## src/rtl/interrupt_controller_pkg.sv

```systemverilog
// Shared definitions for the interrupt front-end: FSM state encoding and the
// vector addresses the instruction loader fetches for reset, NMI and IRQ.
package interrupt_controller_pkg;

    typedef enum logic [2:0] {
        IDLE,
        REQUEST,
        SERVICE,
        NREQUEST,
        NESTED
    } ic_state_t;

    localparam logic [15:0] NMI_VECTOR   = 16'hFFFA;
    localparam logic [15:0] RESET_VECTOR = 16'hFFFC;
    localparam logic [15:0] IRQ_VECTOR   = 16'hFFFE;

endpackage

```

## src/rtl/interrupt_controller_sync.sv

```systemverilog
// Multi-flop synchroniser for one asynchronous pin; output lags the pin by STAGES cycles.
// No handshake: samples every cycle and cannot stall.
module interrupt_controller_sync #(
    parameter int STAGES = 2
) (
    input  logic clk,
    input  logic nrst,
    input  logic d,
    output logic q
);

    logic [STAGES-1:0] ff;

    always_ff @(posedge clk or negedge nrst) begin
        if (!nrst) begin
            ff <= '0;
        end else begin
            ff <= {ff[STAGES-2:0], d};
        end
    end

    assign q = ff[STAGES-1];

endmodule

```

## src/rtl/interrupt_controller.sv

```systemverilog
// NMI + NUM_IRQ IRQ front-end: pin to intReq in SYNC_STAGES+2 cycles; one request held until intAck.
// NESTED_NMI_EN lets an NMI pre-empt a serviced IRQ (one level deep); otherwise NMIs wait for IDLE.
module interrupt_controller
    import interrupt_controller_pkg::*;
#(
    parameter int                 NUM_IRQ     = 4,
    parameter int                 SYNC_STAGES = 2,
    parameter logic [NUM_IRQ-1:0] EDGE_MASK   = {NUM_IRQ{1'b1}},
    localparam int                ID_W        = ($clog2(NUM_IRQ) > 0) ? $clog2(NUM_IRQ) : 1
) (
    input  logic               clk,
    input  logic               nrst,
    input  logic               nmiIn,
    input  logic [NUM_IRQ-1:0] irqIn,
    input  logic [NUM_IRQ-1:0] irqEnable,
    input  logic               psrIFlag,
    input  logic               intAck,
    input  logic               finishInterrupt,
    output logic               intReq,
    output logic               intIsNmi,
    output logic [ID_W-1:0]    intId,
    output logic               setIFlag,
    output logic               clearIFlag,
    output logic [NUM_IRQ-1:0] pending,
    output logic               busy
);

    logic               nmi_sync, nmi_hist, nmi_pend, nmi_pend_nxt, nmi_ack;
    logic [NUM_IRQ-1:0] irq_sync, irq_hist, pend_q, pend_nxt, eligible;
    logic [ID_W-1:0]    winner, cur_id;
    logic               cur_nmi, load, ack_fire, nack_fire, nest;
    ic_state_t          state, state_nxt;

    interrupt_controller_sync #(.STAGES(SYNC_STAGES)) u_nmi_sync (
        .clk  (clk),
        .nrst (nrst),
        .d    (nmiIn),
        .q    (nmi_sync)
    );

    for (genvar g = 0; g < NUM_IRQ; g++) begin : g_irq_sync
        interrupt_controller_sync #(.STAGES(SYNC_STAGES)) u_sync (
            .clk  (clk),
            .nrst (nrst),
            .d    (irqIn[g]),
            .q    (irq_sync[g])
        );
    end

    assign ack_fire = (state == REQUEST) && intAck;
`ifdef NESTED_NMI_EN
    assign nack_fire = (state == NREQUEST) && intAck;
`else
    assign nack_fire = 1'b0;
`endif
    assign nmi_ack = (ack_fire && cur_nmi) || nack_fire;

    // Clear first, then set, so a fresh edge in the ack cycle is never lost.
    always_comb begin
        pend_nxt = pend_q;
        for (int i = 0; i < NUM_IRQ; i++) begin
            if (EDGE_MASK[i]) begin
                if (ack_fire && !cur_nmi && (cur_id == ID_W'(i))) begin
                    pend_nxt[i] = 1'b0;
                end
                if (irq_sync[i] && !irq_hist[i]) begin
                    pend_nxt[i] = 1'b1;
                end
            end else begin
                pend_nxt[i] = irq_sync[i];
            end
        end
        nmi_pend_nxt = (nmi_pend && !nmi_ack) || (nmi_sync && !nmi_hist);
    end

    always_ff @(posedge clk or negedge nrst) begin
        if (!nrst) begin
            irq_hist <= '0;
            nmi_hist <= 1'b0;
            pend_q   <= '0;
            nmi_pend <= 1'b0;
        end else begin
            irq_hist <= irq_sync;
            nmi_hist <= nmi_sync;
            pend_q   <= pend_nxt;
            nmi_pend <= nmi_pend_nxt;
        end
    end

    assign eligible = pend_q & irqEnable & ~{NUM_IRQ{psrIFlag}};

    always_comb begin
        winner = '0;
        for (int i = NUM_IRQ - 1; i >= 0; i--) begin
            if (eligible[i]) begin
                winner = ID_W'(i);
            end
        end
    end

    always_comb begin
        state_nxt = state;
        load      = 1'b0;
        case (state)
            IDLE: begin
                if (nmi_pend || (|eligible)) begin
                    state_nxt = REQUEST;
                    load      = 1'b1;
                end
            end
            REQUEST: begin
                if (intAck) state_nxt = SERVICE;
            end
            SERVICE: begin
                if (finishInterrupt) begin
                    state_nxt = IDLE;
`ifdef NESTED_NMI_EN
                end else if (!cur_nmi && nmi_pend) begin
                    state_nxt = NREQUEST;
`endif
                end
            end
`ifdef NESTED_NMI_EN
            NREQUEST: begin
                if (intAck) state_nxt = NESTED;
            end
            NESTED: begin
                if (finishInterrupt) state_nxt = SERVICE;
            end
`endif
            default: state_nxt = IDLE;
        endcase
    end

    // cur_id survives the nested NMI untouched and is what SERVICE resumes with.
    always_ff @(posedge clk or negedge nrst) begin
        if (!nrst) begin
            state   <= IDLE;
            cur_nmi <= 1'b0;
            cur_id  <= '0;
        end else begin
            state <= state_nxt;
            if (load) begin
                cur_nmi <= nmi_pend;
                cur_id  <= nmi_pend ? '0 : winner;
            end
        end
    end

    assign nest       = (state == NREQUEST) || (state == NESTED);
    assign intReq     = (state == REQUEST) || (state == NREQUEST);
    assign intIsNmi   = (state != IDLE) && (cur_nmi || nest);
    assign intId      = ((state == IDLE) || nest || cur_nmi) ? '0 : cur_id;
    assign setIFlag   = ack_fire;
    assign clearIFlag = (state == SERVICE) && finishInterrupt;
    assign busy       = (state == SERVICE) || (state == NESTED);
    assign pending    = pend_q;

endmodule
```

## config.mk

```make
export PLATFORM = sky130hd
export DESIGN_NAME = interrupt_controller
export DESIGN_NICKNAME = d
export VERILOG_FILES = /design/src/rtl/interrupt_controller_pkg.sv /design/src/rtl/interrupt_controller_sync.sv /design/src/rtl/interrupt_controller.sv
export SDC_FILE = /design/constraint.sdc
export NUM_CORES = 1
export LEC_CHECK = 0
export BUFFER_PORTS_ARGS = -buffer_cell sky130_fd_sc_hd__buf_2
export CORE_ASPECT_RATIO = 1.25
export CORE_UTILIZATION = 58
export CTS_BUF_LIST = sky130_fd_sc_hd__clkbuf_8
export DETAILED_ROUTE_END_ITERATION = 12
export PLACE_DENSITY = 0.87
export SLEW_MARGIN = 20
export SYNTH_ARGS = -nofsm -noshare
export SYNTH_HDL_FRONTEND = slang
export SYNTH_SLANG_ARGS = --single-unit
export TNS_END_PERCENT = 30
```

## constraint.sdc

```tcl
create_clock -name clk -period 2.45 [get_ports clk]
set_input_delay 0.245 -clock clk [delete_from_list [all_inputs] [get_ports clk]]
set_output_delay 0.245 -clock clk [all_outputs]
set_load 0.01 [all_outputs]
```

==> summary.md <==
| Metric | Value |
|---|---|
| Ys Warns | 0 |
| Clk network pwr share | a little over a fifth |
| H-tree levels | 1 |
| Die height | ~49 µm |
| Synth Instances | 81 |
| PwrDens | 922 nW/µm² |
| Register area share after synthesis | 61.7% |
| CP arrival | 1.46 ns |
| Logic pwr share | 31.0% |
| Mux contribution to synthesized area | between 3 and 4% |
| Period utilization | between 60% and 70% |
| Dpl ws | roughly 0.83 ns |
| Clock latency at the later pin of the worst-skew pair | ~0.27 ns |
| Fmax | 586 MHz |
| Outcome | completed |
| Main combinational cell family by area after synthesis | compound AO/OA/AOI/OAI gates |
| Final setup margin | around 0.74 ns |
| DP Cell Count | 123 |
| Setup TNS | 0 ns |
| Clock root buffer | clkbuf_8 |
| Setup crit start kind | flop |
| Avg Cell Area, Syn | roughly 13 µm² |
| Maximum buffer depth of the clock tree | 2 |
| Number of antenna violations at the first check in global routing | 0 |
| Die footprint | between 1500 and 2000 µm² |
| Rel. slew slack | around two thirds |
| N_diodes | 0 |
| Final Skew | between 0.003 and 0.004 ns |
| Max_cap viols | 0 |
| Hpwl dp | 1300 µm |
| Post-synth top area cell | dfrtp_1 |
| First-pass GRT wire length | roughly 2600 µm |
| Ys flop type | dfrtp_1 |
| CTS tree | built |
| Share of cells above drive strength 1 | between 30 and 40% |
| Req. time, crit path | between 2 and 2.5 ns |
| TritonCTS sink count | 25 |
| NetSw | 372 µW |
| Least-Margin Pin Slew | approximately 0.52 ns |
| Die X | between 30 and 40 µm |
| WL/cell | 12.9 µm |
| Cell area after layout | 1210 µm² |
| Sw frac | 33.2% |
| Post-synth cell types | 24 |
| Unrepaired setup endpoints after global routing | no |
| Via count | between 600 and 700 |
| Pins Over Slew Limit | 0 |
| Initial core utilization | a little under two thirds |
| Global placement routability congestion | between 0.7 and 0.8 |
| Post-synth EDFFs | 0 |
| Pleak | 0.604 nW |
| Post-route non-filler standard cell count | between 100 and 150 |
| Rows | 16 |
| Total power | roughly 1.1 mW |
| Crit-path max FO | 5 |
| ANT nets after route | 0 |
| Hold slack final | roughly 0.078 ns |
| Flops & latches, synth | 25 |
| Residual DRC | 0 |
| FILL cells | 110 |
| Top post-synthesis cells by area | dfrtp_1, ha_1, o21ai_0, inv_1, a22oi_2 |
| Compound-Gate Fraction of Synth Area | between 10 and 15% |
| Peak VDD IR | roughly 0.63 mV |
| Post-CTS setup-driven buffer insertion count | 0 |
| Setup CP Type | reg -> out |
| Internal power | between 700 and 800 µW |
| Post-synth ARST share | 100% |
| Yosys top cell area share | about 60% |
| Sequential share of power | around half |
| # IOs | 25 |
| I/O Buffers | 24 |
| Routed wire length | around 1600 µm |
| Post-Syn Area | about 1000 µm² |
| Core Util, Final | 75.8% |
| Adder-cell share of the synthesized area | under 10% |
| Area Growth Syn to Fin | 19.6% |
| Largest net degree at the start of global routing | 26 |
| Crit. End Element | output pin |
| Core area | approximately 1600 µm² |
| Via density | ~5.4 |
| Final setup viols | 0 |
| Vias in the first global route | approximately 640 |
| Total GRT Usage | just over 20% |
| Layout Nets | 131 |
| XOR/XNOR Fraction of Synth Area | 0% |
| Crit path time final | 1.71 ns |
| Final Hold Vio Count | 0 |
| Clock slew at reported path FFs | roughly 0.080 ns |
| DRT iter0 DRCs | 5 |
| Simple-Gate Fraction of Synth Area | roughly a tenth |
| GRT overflow | 0 |
| CTS Buf Count | 3 |
| Hold/Removal Path Class | in -> reg |
| Mapped Nets | 101 |
| 1st-pass router iterations | 4 |
| Placed Area | 1160 µm² |
==> critical path, cell delays in order, from the launching register on <==
cell and delay, ns:
dfrtp_1 0.40, inv_1 0.11, ha_1 0.25, or2_2 0.30, buf_2 0.14
==> routing by layer <==
| layer | share of wire [%] | vias up | track usage, % |
|---|---|---|---|
| li1 | - | 335 | - |
| met1 | 38 | 326 | 23.8 |
| met2 | 55 | 24 | 35.0 |
| met3 | 4.8 | 4 | 4.13 |
| met4 | 1.5 | 0 | 8.62 |
| met5 | 0 | - | 0 |
==> state kept, by name (all words and copies together) (netlist names) <==
register              flops
u_nmi_sync.ff             2
cur_nmi                   1
nmi_hist                  1
cur_id                    2
pending                   4
irq_hist                  4
nmi_pend                  1
g_irq_sync.u_sync.ff      8
state                     2
==> final timing paths <==
| kind | start | endpoint | slack, ns | cells past startpoint |
|---|---|---|---|---|
| max | state[1]$_DFFE_PN0P_ | intReq | 0.74 | 4 |
| min | nmiIn | u_nmi_sync.ff[0]$_DFF_PN0_ | 0.08 | 1 |
| max reg2reg | state[0]$_DFFE_PN0P_ | state[0]$_DFFE_PN0P_ | 0.84 | 5 |
| min reg2reg | g_irq_sync[2].u_sync.ff[0]$_DFF_PN0_ | g_irq_sync[2].u_sync.ff[1]$_DFF_PN0_ | 0.35 | 0 |
| max in group asynchronous | nrst | g_irq_sync[1].u_sync.ff[1]$_DFF_PN0_ | 1.62 | 2 |
| min in group asynchronous | nrst | cur_nmi$_DFFE_PN0P_ | 0.48 | 2 |
==> cell type report <==
cell class                      count  area, µm²  area share [%]
Clock inverter                      1       5.00           0.412
Sequential cell                    25        626            51.5
Timing Repair Buffer               25        130            10.7
Tap cell                           18       22.5            1.86
Clock buffer                        3       41.3            3.40
Multi-Input combinational cell     46        352            29.0
Inverter                           10       37.5            3.09
==> repair_timing <==
action,in CTS,in global routing
endpoints found under the setup margin,0,0
hold buffers,1,0
resized for setup,0,0
endpoints found under the hold margin,25,0
==> layout by cell type, fill, tap and decap left out, drive strengths merged, types with 3 or more instances in the layout <==
master,netlist,final
dfrtp,25,25
buf,0,24
inv,10,10
o21ai,8,8
ha,6,6
nand2,5,5
nor2,4,4
nand2b,3,3
clkbuf,0,3
==> power groups by stage <==
stage | sequential (mW) | combinational [mW] | clock (mW)
floorplan | 0.532 | 0.233 | 0
global placement | 0.541 | 0.329 | 0
detailed placement | 0.546 | 0.347 | 0
CTS | 0.538 | 0.349 | 0.242
global route | 0.550 | 0.385 | 0.258
finish | 0.537 | 0.347 | 0.234
==> synthesized netlist by cell type, drive strengths merged (2+ instances only) <==
cell type and instances:
a22oi 2, dfrtp 25, ha 6, inv 10, mux2 2, nand2 5, nand2b 3, nor2 4
o21ai 8, o41ai 2
==> cells by family (layout without fill, tap and decap cells) <==
kind of cell	Yosys count	count (layout)
mux	3	3
compound gates	19	19
simple gates	18	18
fa+ha+maj	6	6
flops	25	25
buf+inv	10	39
Power figures use the tool's default switching activity.
